`src/rtl/gmii_tx_arbiter.sv`:
```
// gmii_tx_arbiter: two-source frame arbiter for one GMII transmit path.
// Emits preamble/SFD, streams, pads, truncates and spaces frames.
//
// Ports:
//   clk, rst               125 MHz clock, synchronous active-high reset
//   host_req_i/data/last   host egress FIFO (FWFT); host_rd_o pops a byte
//   ptp_req_i/data/last    PTP probe generator (FWFT); ptp_rd_o pops a byte
//   gmii_data_o/en/er      registered GMII TXD / TX_EN / TX_ER
//   busy_o                 high outside IDLE
//   cnt_frame_o            frames started (at SFD), wrapping
//   cnt_trunc_o            frames truncated at MAX_LEN, saturating
//
// Build option: define PTP_STRICT_PRIO_EN to let PTP always win a tie
// instead of round-robin.

module gmii_tx_arbiter #(
  parameter int IFG_CYCLES = 12,
  parameter int MIN_LEN    = 60,
  parameter int MAX_LEN    = 1518
) (
  input  logic        clk,
  input  logic        rst,
  input  logic        host_req_i,
  input  logic [7:0]  host_data_i,
  input  logic        host_last_i,
  output logic        host_rd_o,
  input  logic        ptp_req_i,
  input  logic [7:0]  ptp_data_i,
  input  logic        ptp_last_i,
  output logic        ptp_rd_o,
  output logic [7:0]  gmii_data_o,
  output logic        gmii_en_o,
  output logic        gmii_er_o,
  output logic        busy_o,
  output logic [31:0] cnt_frame_o,
  output logic [15:0] cnt_trunc_o
);

  localparam int CMAX = (IFG_CYCLES > 7) ? IFG_CYCLES : 7;
  localparam int CW   = $clog2(CMAX + 1);

  typedef enum logic [2:0] {
    S_IDLE,
    S_PRE,
    S_SFD,
    S_DATA,
    S_PAD,
    S_DRAIN,
    S_IFG
  } state_t;

  state_t        state, state_n;
  logic [CW-1:0] cyc, cyc_n;
  logic [10:0]   bcnt, bcnt_n;
  logic [11:0]   bnext;
  logic          gnt_ptp, gnt_n;
  logic          last_ptp, last_n;
  logic          pick_ptp;
  logic [7:0]    data_n;
  logic          en_n, er_n;
  logic          frame_inc, trunc_inc;
  logic [7:0]    src_data;
  logic          src_last;
  logic          pop;

  assign src_data  = gnt_ptp ? ptp_data_i : host_data_i;
  assign src_last  = gnt_ptp ? ptp_last_i : host_last_i;
  assign bnext     = {1'b0, bcnt} + 12'd1;
  assign pop       = (state == S_DATA) || (state == S_DRAIN);
  assign host_rd_o = pop & ~gnt_ptp;
  assign ptp_rd_o  = pop & gnt_ptp;
  assign busy_o    = (state != S_IDLE);

  always_comb begin
    pick_ptp = 1'b0;
`ifdef PTP_STRICT_PRIO_EN
    pick_ptp = ptp_req_i;
`else
    unique case (1'b1)
      (ptp_req_i & ~host_req_i): pick_ptp = 1'b1;
      (host_req_i & ~ptp_req_i): pick_ptp = 1'b0;
      default:                   pick_ptp = ~last_ptp;
    endcase
`endif
  end

  always_comb begin
    state_n   = state;
    cyc_n     = cyc;
    bcnt_n    = bcnt;
    gnt_n     = gnt_ptp;
    last_n    = last_ptp;
    data_n    = 8'h00;
    en_n      = 1'b0;
    er_n      = 1'b0;
    frame_inc = 1'b0;
    trunc_inc = 1'b0;
    unique case (state)
      S_IDLE: begin
        cyc_n = '0;
        if (host_req_i || ptp_req_i) begin
          gnt_n   = pick_ptp;
          last_n  = pick_ptp;
          state_n = S_PRE;
        end
      end
      S_PRE: begin
        data_n = 8'h55;
        en_n   = 1'b1;
        cyc_n  = cyc + 1'b1;
        if (cyc == CW'(6)) begin
          cyc_n   = '0;
          state_n = S_SFD;
        end
      end
      S_SFD: begin
        data_n    = 8'hD5;
        en_n      = 1'b1;
        bcnt_n    = '0;
        frame_inc = 1'b1;
        state_n   = S_DATA;
      end
      S_DATA: begin
        cyc_n  = '0;
        data_n = src_data;
        en_n   = 1'b1;
        bcnt_n = bnext[10:0];
        if (src_last) begin
          // short frames finish through the zero pad
          if (bnext < 12'(MIN_LEN)) state_n = S_PAD;
          else                      state_n = S_IFG;
        end else if (bnext == 12'(MAX_LEN)) begin
          er_n      = 1'b1;
          trunc_inc = 1'b1;
          state_n   = S_DRAIN;
        end
      end
      S_PAD: begin
        cyc_n  = '0;
        en_n   = 1'b1;
        bcnt_n = bnext[10:0];
        if (bnext == 12'(MIN_LEN)) state_n = S_IFG;
      end
      S_DRAIN: begin
        // discard the rest of a truncated frame
        cyc_n = '0;
        if (src_last) state_n = S_IFG;
      end
      S_IFG: begin
        cyc_n = cyc + 1'b1;
        if (cyc == CW'(IFG_CYCLES - 1)) begin
          cyc_n   = '0;
          state_n = S_IDLE;
        end
      end
      default: state_n = S_IDLE;
    endcase
  end

  always_ff @(posedge clk) begin
    if (rst) begin
      state       <= S_IDLE;
      cyc         <= '0;
      bcnt        <= '0;
      gnt_ptp     <= 1'b0;
      last_ptp    <= 1'b0;
      gmii_data_o <= 8'h00;
      gmii_en_o   <= 1'b0;
      gmii_er_o   <= 1'b0;
      cnt_frame_o <= '0;
      cnt_trunc_o <= '0;
    end else begin
      state       <= state_n;
      cyc         <= cyc_n;
      bcnt        <= bcnt_n;
      gnt_ptp     <= gnt_n;
      last_ptp    <= last_n;
      gmii_data_o <= data_n;
      gmii_en_o   <= en_n;
      gmii_er_o   <= er_n;
      cnt_frame_o <= cnt_frame_o + {31'd0, frame_inc};
      if (trunc_inc && (cnt_trunc_o != 16'hFFFF))
        cnt_trunc_o <= cnt_trunc_o + 16'd1;
    end
  end

endmodule

```
`config.mk`:
```
export PLATFORM = sky130hd
export DESIGN_NAME = gmii_tx_arbiter
export DESIGN_NICKNAME = d
export VERILOG_FILES = /design/src/rtl/gmii_tx_arbiter.sv
export SDC_FILE = /design/constraint.sdc
export NUM_CORES = 1
export LEC_CHECK = 0
export CAP_MARGIN = 20
export CORE_MARGIN = 2
export CORE_UTILIZATION = 55
export DETAILED_ROUTE_END_ITERATION = 8
export DONT_BUFFER_PORTS = 1
export HOLD_SLACK_MARGIN = 0.05
export PLACE_DENSITY = 0.77
export SLEW_MARGIN = 20
export SYNTH_ARGS = -nofsm -noshare
export SYNTH_HDL_FRONTEND = slang
export SYNTH_SLANG_ARGS = --single-unit
```
`constraint.sdc`:
```
create_clock -name clk -period 2.7 [get_ports clk]
set_clock_uncertainty 0.15 [all_clocks]
set_input_delay 0.27 -clock clk [delete_from_list [all_inputs] [get_ports clk]]
set_output_delay 0.27 -clock clk [all_outputs]
set_load 0.02 [all_outputs]
```
# Word level (Yosys, flattened, before mapping)
# Cells that the tools add are included.
# W data, S select, Z words.
[word_totals]
regBits = 77
output_inout_bits = 61
[classes]
addsub = 4
order_cmp = 1
eq_ne = 17
muxes = 22
bitwise = 7
n_reduce_logical = 12
[ops]
columns = ["cell", "count"]
rows = [
  ["$add A32 B1 Y32", 1],
  ["$pmux W8 S3", 1],
  ["$pmux W11 S2", 1],
  ["$mux W3", 7],
  ["$pmux W3 S7", 1],
  ["$add A16 B1 Y16 const B", 1],
  ["$ne A16 B16 Y1 const B", 1],
  ["$add A11 B1 Y12 const B", 1],
  ["$eq A12 B11 Y1 const B", 1],
  ["$eq A12 B6 Y1 const B", 1],
  ["$lt A12 B6 Y1 const B", 1],
  ["$pmux W4 S3", 1],
  ["$ne A2 B2 Y1 const B", 5],
  ["$eq A3 B3 Y1 const B", 3],
  ["$mux W4", 2],
  ["$mux W8", 1],
  ["$reduce_or A4 Y1", 2],
  ["$eq A3 B2 Y1 const B", 2],
  ["$mux W1", 6],
  ["$reduce_and A6 Y1", 1],
  ["$reduce_bool A3 Y1", 2],
  ["$add A4 B1 Y4 const B", 1],
  ["$and A1 B1 Y1", 4],
  ["$eq A4 B3 Y1 const B", 1],
  ["12 further kinds", 15],
]

# Logic depth before layout (Yosys ltp)
# Gate-level depths: netlist of run 1.
[logic_depth]
ltp_word = 6
mapped_depth = 11

# Worst setup path before layout of run 1
# No wires, ideal clock.
[synth_path]
path_kind = "register to register"
from = "register bcnt[0]"
to = "register cnt_trunc_o[13]"
setup_ps = 128
t_arrival_ps = 2234
setup_slack_ps = 189
path_stages_with_launch = 9
n_path_buf = 0
period_less_slack_ps = 2511
path_cell_list = "dfxtp_1 ha_1 inv_1 or3_4 a211oi_4 nand4_4 nor4_1 xnor2_1 nor2_1"
[synth_between]
elab_chain_len = 6
[synth_rtl]
columns = ["element", "line_no", "rtl"]
rows = [
  ["start, declared", "54", "logic [10:0] bcnt, bcnt_n;"],
  ["start signal, assigned", "175", "bcnt <= bcnt_n;"],
  ["$add A11 B1 Y12", "68", "assign bnext = {1'b0, bcnt} + 12'd1;"],
  ["$eq A12 B11 Y1", "132", "end else if (bnext == 12'(MAX_LEN)) begin"],
  ["$mux W1", "132", ""],
  ["$mux W1", "128", "if (src_last) begin"],
  ["$mux W1", "98", "unique case (state)"],
  ["$logic_and A1 B1 Y1", "182", "if (trunc_inc && (cnt_trunc_o != 16'hFFFF))"],
  ["end signal, assigned", "183", "cnt_trunc_o <= cnt_trunc_o + 16'd1;"],
  ["end, declared", "36", "output logic [15:0] cnt_trunc_o"],
]
# Every way passes these cells.
# A chain may end at the register's enable or synchronous reset.

# Final worst setup path of run 1
[layout_path]
from = "register bcnt[2]"
to = "register cnt_trunc_o[13]"
# Same word-level chain as after synthesis.

==> impl_results.md, run 1 <==
* Unique masters post-synth at 51
* CP max-delay cell: or4b_1
* CP Class: register to register
* Core ar. at 6830 sq um
* Max IR drop VDD at 0.000384 V
* Vias in the first global route at 3162
* R2R Path End: cnt_trunc_o[13]$_SDFFE_PP0P_
* First-pass GRT wire length at 14800 microns
* Die area at 7830 sq um
* Worst path buffer plus inverter count at 0
* Final Hold Viols at 0
* Top Layer Used: met4
* Routability cong. at 0.932
* Share of flip-flops with an asynchronous set or reset at 0%
* Reg-to-Reg Start: bcnt[2]$_SDFFE_PP0P_
* Vias at 3342
* DR WL/cell at 15.2 microns
* Routed Antenna Nets at 0
* Outcome: complete, no violations
* Cells on worst reg2reg path at 7
* Synth Cell Area at 3930 sq um
* Share of cells above drive strength 1 at 12.1%
* Placed cell count at 566
* Area fraction in compound gates after synthesis at 8.13%
* Setup violators final at 0
* GRT overflow at 0
* WL met2 at 4610 microns
* WHS at 0.0667 ns
* Initial antenna violation count at 0
* Ranking of synthesized cells by area: dfxtp_1 (39%), nor2_1 (8.2%), xor2_1 (6.7%)
* Syn Area/Cell at 8.37 sq um
* Final setup TNS at 0 ns
* # diodes at 0
* Starting density of the core at 57.5%
* Tot GR Track Use at 23.8%
* Most common cell in the netlist: nor2_1
* Die width at 88.5 microns
* RSZ-0062 raised after global routing: yes
* Drt first-iter violations at 185
* Die Y-Extent at 88.5 microns
* Worst EP required at 2.79 ns
* Pre-Repair DR Iteration Count at 4
* Top-area cell type share of the netlist area at 39.3%
* Hold path startpoint: rst
* Sequential area share after synthesis at 39.3%
* H-tree depth at 3
* R2R setup slack at 0.15 ns
* Mux cell area share after synthesis at 3.06%
* Post-route DRC at 0
* Synth Flop Type: dfxtp_1
* Fmax at 392 MHz
* Synth Instances at 469
* Yosys Warn Count at 0
* Synthesis-stage register bit count at 77
* WP data arrival at 2.65 ns
* Metal3 WL at 500 microns
* Largest net degree at the start of global routing at 61
* Root Driver: clkbuf_8
* CP peak stage delay at 0.57 ns
* Hold Path Sink: bcnt[10]$_SDFFE_PP0P_
* Syn_nets at 502
* MaxCap Viol Count at 0
* Post-synth EDFFs at 0
* Cells along the critical path: nand4_2 > or4b_1 > o211ai_2 > nand4_4 > nor4_2 > xnor2_1 > nor2_1
* Overall Power at 0.00274 W
* Post-Route WL at 9140 microns
* Final net count at 532
* XOR/XNOR share of the synthesized area at 12.3%
* Largest family of logic cells by synthesized area: simple AND/OR/NAND/NOR gates
* Worst slew margin at 65.3%
* CTS tree: yes
* # IOs at 83
* Via-per-instance ratio at 5.57
* Worst hold path class: input pin to register
* # rows at 30
* Pleak at 1.64 nW
* Post CTS Setup Buffer Count at 0
* Area grow syn2layout at 15.3%
* Final min period at 2.55 ns
* Met1 WL at 3840 microns
* Slew @ Worst Pin at 0.517 ns
* Number of CTS-inserted buffers at 9
* CTS Buffer Depth at 2
* I/O Buffers at 0
* Startpoint type of the worst setup path: register
* Clk_lat worst skew at 0.36 ns
* Hold Crit Depth at 2
* Nature of the critical path endpoint: register
* Max FO, Critical Path at 14
* Synth cell count leaders: nor2_1 (86), dfxtp_1 (77), nand2_1 (33)
* Simple-gate share of the synthesized area at 30.0%
* Critical path's top delay family: simple AND/OR/NAND/NOR gates
* Clk sinks at 77
* HPWL Detailed at 6110 microns
* Area leader, netlist: dfxtp_1
* Adder-cell share of the synthesized area at 3.51%
* Final Max Slew Viols at 0
* Power per cell area at 605 nW/um^2
* Clk slew on worst S/H paths at 0.08 ns
* Layout Cells excl Fill at 600
* Crit share post-route at 94.6%
==> layout by cell type (no fill, tap or decap), drive strengths merged, types with 3 or more instances in the layout <==
cell type,n
a31oi,3
a211oi,3
nor2b,6
nor2,86
ha,11
clkbuf,9
nor4,6
o21ai,18
mux2i,12
nor3,16
or3,7
a21oi,11
and3,7
nand3,28
dlygate4sd3,17
nand3b,4
and4,5
and2,5
nand2,33
dfxtp,77
inv,15
xor2,30
xnor2,25
nand2b,3
nand4,18
buf,26
clkinvlp,4
==> layer usage <==
metal / track usage [%] / vias up
met2: 41.5 / 85
met3: 6.06 / 18
met5: 0 / -
met4: 8.13 / 0
li1: - / 1667
met1: 28.5 / 1572
==> how the worst max path moves through the flow <==
| stage | start | end | slack [ns] | cells past startpoint |
|---|---|---|---|---|
| global route | bcnt[2]$_SDFFE_PP0P_ | cnt_trunc_o[5]$_SDFFE_PP0P_ | -0.03 | 7 |
| CTS | state[2]$_SDFFE_PP0P_ | cnt_frame_o[26]$_SDFF_PP0_ | 0.14 | 10 |
| detailed placement | bcnt[3]$_SDFFE_PP0P_ | cnt_trunc_o[9]$_SDFFE_PP0P_ | 0.17 | 7 |
| floorplan | bcnt[0]$_SDFFE_PP0P_ | cnt_trunc_o[13]$_SDFFE_PP0P_ | 0.19 | 8 |
| global placement | state[2]$_SDFFE_PP0P_ | cnt_frame_o[29]$_SDFF_PP0_ | 0.23 | 10 |
| finish | bcnt[2]$_SDFFE_PP0P_ | cnt_trunc_o[13]$_SDFFE_PP0P_ | 0.15 | 7 |
==> where the power goes <==
group | internal [W] | total [W] | switching [W]
sequential | 0.00122 | 0.00133 | 0.000113
clock | 0.000343 | 0.000803 | 0.000461
combinational | 0.000241 | 0.000602 | 0.000361
total | 0.00180 | 0.00274 | 0.000934
==> metrics by stage <==
step | worst slack, ns | util (%) | cell area [sq um]
6_report | 0.146 | 66.3 | 4530
3_5_place_dp | 0.172 | 60.5 | 4130
3_3_place_gp | 0.229 | 60.5 | 4130
2_1_floorplan | 0.189 | - | 3930
5_1_grt | -0.0295 | 66.3 | 4530
4_1_cts | 0.141 | 66.0 | 4510
==> flip-flops by register name, summed over array words and instances, names as in the netlist, 3 cells and up <==
signal / cells
bcnt: 11
state: 3
cnt_frame_o: 32
cnt_trunc_o: 16
gmii_data_o: 8
cyc: 4
==> kinds of logic (layout without fill, tap and decap cells) <==
family | after synthesis | in the layout
AND/OR/NAND/NOR | 230 | 230
adder cells (fa/ha/maj) | 11 | 11
flip-flops | 77 | 77
buffers and inverters | 36 | 71
multiplexers | 12 | 12
XOR/XNOR | 55 | 55
AO/OA/AOI/OAI | 48 | 48
==> cell type report <==
class,count,area [sq um]
fill,564,2300
multi-input combinational,356,2250
sequential,77,1540
timing repair buffer,43,385
clock buffer,9,124
tap,96,120
clock inverter,7,56.3
inverter,12,45.0
==> repair_timing <==
action / CTS / global route
hold endpoints to repair: 68 / 0
endpoints found under the setup margin: 0 / 8
gates resized for setup: 0 / 4
hold buffers: 18 / 0
(Power assumes the default switching activity.)
==> inputs of run 2 (changes only) <==
SETUP_SLACK_MARGIN = 0.5   (was default)
==> run 2 against run 1 <==
- the run now ends with negative hold slack left
- non-clock buffer count is 19 higher
- sequential power hardly changed
- power is 8.9% higher
- first-iteration DRC count is 0.54% higher
- register-to-register slack better by 0.23 ns
- global-route usage is 0.67 points higher
- fmax is 10% higher
- critical path depth is 3 higher
- largest cell class unchanged
==> impl_results.md, run 2 (synthesized netlist as in run 1, its figures left out) <==
* Outcome: finished with violations
* Failing checks: negative hold slack
* First-pass GRT wire length at 15100 microns
* Most frequent cells in the layout: nor2_1 (83), dfxtp_1 (62), nand2_1 (32), buf_4 (32), xor2_1 (30)
* Share of cells above drive strength 1 at 20.3%
* Max reg flops at 32
* Drt first-iter violations at 186
* RSZ-0062 raised after global routing: yes
* Cells on worst reg2reg path at 10
* WHS at -0.173 ns
* Power per cell area at 602 nW/um^2
* Root Driver: clkbuf_8
* # diodes at 0
* CP Class: register to register
* CP max-delay cell: a311oi_1
* Number of CTS-inserted buffers at 9
* Routed Antenna Nets at 0
* Startpoint type of the worst setup path: register
* Clk_lat worst skew at 0.35 ns
* GRT overflow at 0
* Vias at 3529
* Clk slew on worst S/H paths at 0.09 ns
* DR WL/cell at 16.0 microns
* Worst slew margin at 62.6%
* Final Max Slew Viols at 0
* CP peak stage delay at 0.43 ns
* Worst EP required at 2.79 ns
* Routability cong. at 0.818
* Placed Area at 4120 sq um
* Worst hold path class: input pin to register
* Crit share post-route at 85.9%
* Setup violators final at 0
* Fmax at 431 MHz
* Largest net degree at the start of global routing at 64
* WP data arrival at 2.41 ns
* Cell repeated most along the worst path: buf_4
* Max FO, Critical Path at 5
* Vias in the first global route at 3297
* MaxCap Viol Count at 0
* Post-route DRC at 0
* Hold Crit Depth at 1
* I/O Buffers at 0
* Overall Power at 0.00298 W
* Final min period at 2.32 ns
* Nature of the critical path endpoint: register
* Core ar. at 6830 sq um
* Number of hold buffers added after CTS at 26
* Die area at 7830 sq um
* Pre-Repair DR Iteration Count at 4
* CTS tree: yes
* Critical path's top delay family: compound AO/OA/AOI/OAI gates
* Worst path buffer plus inverter count at 2
* Area grow syn2layout at 26.3%
* # rows at 30
* Most common cell after layout, fill and taps aside: nor2_1
* Die Y-Extent at 88.5 microns
* Pleak at 1.85 nW
* Final net count at 551
* Post-Route WL at 9920 microns
* Max IR drop VDD at 0.000465 V
* Regs by FF count: cnt_frame_o x32, cnt_trunc_o x16, bcnt x11
* Final setup TNS at 0 ns
* H-tree depth at 3
* Initial antenna violation count at 0
* Final Hold Viols at 46
* Critical Path Stages at 10
* Die width at 88.5 microns
* Via-per-instance ratio at 5.70
* Final instance area at 4960 sq um
* Slew @ Worst Pin at 0.559 ns
* HPWL Detailed at 5930 microns
* Cells along the critical path: ha_4 > buf_4 > buf_4 > a21oi_1 > o311ai_1 > o211ai_2 > a311oi_1 > a2111oi_2 > a31oi_1 > nor3_1
* CTS Buffer Depth at 2
* Biggest register: cnt_frame_o
* Tot GR Track Use at 24.5%
* # IOs at 83
* Clk sinks at 77
* Starting density of the core at 57.5%
## run 2: changes by cell type in the layout (fill, tap and decap cells not counted), sizes merged
cell          before  now
buf               26   35
bufinv             0    2
clkbuf             9   11
clkinv             0    1
clkinvlp           4    0
dlygate4sd3       17   26
dlymetal6s2s       0    1
inv               15   14
## run 2: worst register-to-register path: cells and delay by family, from the launching register on
family,cells,cell delay [ns]
compound gates,6,1.25
flops,1,0.38
buf+inv,2,0.22
fa+ha+maj,1,0.16
simple gates,1,0.07
## run 2: layer usage
layer  up-vias  track usage (%)  wire, microns
li1       1706                -              -
met1      1682             28.0           3820
met2       115             44.1           5270
met3        26             6.62            560
met4         0             7.99            268
met5         -                0              0
## run 2: final timing paths
path,end,slack (ns),startpoint
hold / removal,cnt_trunc_o[1]$_SDFFE_PP0P_,-0.17,rst
hold reg to reg,cyc[3]$_SDFFE_PP0P_,0.40,cyc[3]$_SDFFE_PP0P_
setup / recovery,state[2]$_SDFFE_PP0P_,0.38,bcnt[1]$_SDFFE_PP0P_
setup reg to reg,state[2]$_SDFFE_PP0P_,0.38,bcnt[1]$_SDFFE_PP0P_
## run 2: cell type report
cell class,count,area [sq um]
Tap cell,96,120
Multi-Input combinational cell,356,2430
Clock inverter,5,80.1
Sequential cell,77,1580
Clock buffer,11,141
Timing Repair Buffer,62,556
Inverter,12,47.5
Fill cell,471,1870
## run 2: power breakdown
part	switching (W)	internal (W)
Combinational	0.000358	0.000292
Sequential	0.000123	0.00122
Clock	0.000437	0.000549
## run 2: what timing repair did
action / in CTS / in global routing
gates resized for setup: 21 / 19
endpoints found under the hold margin: 68 / 50
setup endpoints to repair: 35 / 35
buffers inserted: 18 / 8
pin swaps: 8 / 15
## run 2: metrics by stage
| stage | std cells | setup slack [ns] | util [%] |
|---|---|---|---|
| floorplan | 469 | 0.494 | - |
| CTS | 611 | 0.423 | 70.8 |
| finish | 619 | 0.379 | 72.6 |
| global route | 619 | 0.273 | 72.6 |
| detailed placement | 551 | 0.110 | 60.4 |
| global placement | 551 | 0.214 | 60.4 |
==> inputs of run 3 (changes only) <==
PLACE_DENSITY = default   (was 0.77)
PLACE_DENSITY_LB_ADDON = 0.05   (was default)
==> run 3 against run 2 <==
- the flow still finishes with violations (negative hold slack)
- fmax fell by 3.5%
- utilization rose by 4.2 points
- combinational power rose by 6.6%
- final cell count rose by 2.6%
- critical endpoint is now cnt_trunc_o[6]$_SDFFE_PP0P_
==> impl_results.md, run 3 (synthesized netlist as in run 1, its figures left out) <==
* Pre-Repair DR Iteration Count at 4
* WP data arrival at 2.50 ns
* Final net count at 568
* Share of cells above drive strength 1 at 25.2%
* Max reg flops at 32
* Max FO, Critical Path at 6
* # diodes at 0
* Biggest register: cnt_frame_o
* CTS tree: yes
* Slew @ Worst Pin at 0.638 ns
* Final min period at 2.40 ns
* Net Sw Power at 0.000910 W
* Root Driver: clkbuf_8
* Die area at 7830 sq um
* Placed Area at 4150 sq um
* CTS Buffer Depth at 2
* Final core utilization at 76.8%
* GRT overflow at 0
* Worst EP required at 2.80 ns
* Overall Power at 0.00287 W
* Sw frac at 31.7%
* Clk sinks at 77
* Clk_lat worst skew at 0.35 ns
* Final Hold Viols at 47
* Final Max Slew Viols at 0
* RSZ-0062 raised after global routing: yes
* Final setup TNS at 0 ns
* Final setup margin at 0.296 ns
* Core ar. at 6830 sq um
* Initial antenna violation count at 0
* Pre-CTS WS at 0.157 ns
* CP Class: register to register
* Fmax at 416 MHz
* Most common cell after layout, fill and taps aside: nor2_1
* Worst slew margin at 57.1%
* # rows at 30
* Routing usage on met3 at 5.32%
* Pleak at 1.93 nW
* GRT busiest layer: met2
* Crit share post-route at 89.0%
* Max IR drop VDD at 0.000461 V
* Final instance area at 5250 sq um
* Nature of the critical path endpoint: register
* Clock power frac at 28.7%
* Tot GR Track Use at 24.6%
* Post-route DRC at 0
* Worst hold path class: input pin to register
* Largest net degree at the start of global routing at 64
* Vias in the first global route at 3368
* Post-Route WL at 10100 microns
* Failing checks: negative hold slack
* Startpoint type of the worst setup path: register
* Die Y-Extent at 88.5 microns
* Clk slew on worst S/H paths at 0.08 ns
* H-tree depth at 3
* Number of CTS-inserted buffers at 9
* I/O Buffers at 0
* Drt first-iter violations at 116
* DR WL/cell at 15.8 microns
* Vias at 3604
* Area grow syn2layout at 33.7%
* Outcome: finished with violations
* Number of hold buffers added after CTS at 25
* Met1 Use GR at 28.7%
* Setup violators final at 0
* Regs by FF count: cnt_frame_o x32, cnt_trunc_o x16, bcnt x11
* HPWL Detailed at 5830 microns
* Routability cong. at 0.844
* First-pass GRT wire length at 15200 microns
* Power per cell area at 547 nW/um^2
* WHS at -0.164 ns
* Pint at 0.00196 W
* Via-per-instance ratio at 5.68
* Most frequent cells in the layout: nor2_1 (80), dfxtp_1 (66), buf_4 (42), nand2_1 (32), xor2_1 (30)
* # IOs at 83
* Routed Antenna Nets at 0
* Die width at 88.5 microns
* MaxCap Viol Count at 0
* Starting density of the core at 57.5%
* Proportion of power drawn by flip-flops and latches at 47.1%
* Met2 usage at 44.0%
* Comb pwr share at 24.2%
## run 3: cell count changes in the layout (fill, tap and decap cells not counted), sizes merged
cell / change
buf: +18
bufinv: -2
clkinv: +2
inv: -2
clkbuf: +1
dlygate4sd3: -1
dlymetal6s2s: -1
nand4: +1
## run 3: area by class of cell
cell class | instances | area (sq um)
sequential | 77 | 1570
clock inverter | 3 | 18.8
multi-input combinational | 357 | 2620
timing repair buffer | 78 | 702
tap | 96 | 120
fill | 456 | 1580
clock buffer | 12 | 166
inverter | 12 | 47.5
## run 3: worst paths after layout
path                                 end                 start  slack, ns  depth (start not counted)
min reg2reg          cyc[3]$_SDFFE_PP0P_   cyc[3]$_SDFFE_PP0P_       0.40                          2
max reg2reg  cnt_trunc_o[6]$_SDFFE_PP0P_  bcnt[2]$_SDFFE_PP0P_       0.30                          9
max          cnt_trunc_o[6]$_SDFFE_PP0P_  bcnt[2]$_SDFFE_PP0P_       0.30                          9
min          cnt_trunc_o[1]$_SDFFE_PP0P_                   rst      -0.16                          1
## run 3: critical path: stages (launching register included)
cell      delay (ns)
dfxtp_4         0.38
nand4_4         0.14
or3_4           0.40
a211oi_4        0.33
buf_6           0.15
nand4_4         0.18
buf_4           0.21
nor3_2          0.17
xnor2_1         0.15
nor2_1          0.05
## run 3: repair_timing
action	4_1_cts	5_1_grt
hold endpoints to repair	68	51
pin swaps	21	24
buffers inserted	29	12
resized for setup	35	35
gates cloned	1	0
setup endpoints to repair	34	31
## run 3: power by group through the flow
stage | clock network [W] | logic, W | registers (W)
after floorplan | 0 | 0.000386 | 0.00136
after global placement | 0 | 0.000434 | 0.00140
after detailed placement | 0 | 0.000446 | 0.00140
after CTS | 0.000837 | 0.000599 | 0.00135
after global routing | 0.000882 | 0.000755 | 0.00136
final | 0.000823 | 0.000693 | 0.00135
## run 3: per-layer routing
metal  part of all wire [%]  vias to the layer above
met5                      0                        -
met4                    1.9                        0
met1                     41                     1738
li1                       -                     1747
met3                    5.6                       21
met2                     52                       98
## run 3: metrics by stage
step | hold slack, ns | cells
global route | -0.178 | 635
global placement | 0.192 | 553
detailed placement | 0.192 | 553
finish | -0.164 | 635
CTS | -0.180 | 623
floorplan | 0.264 | 469
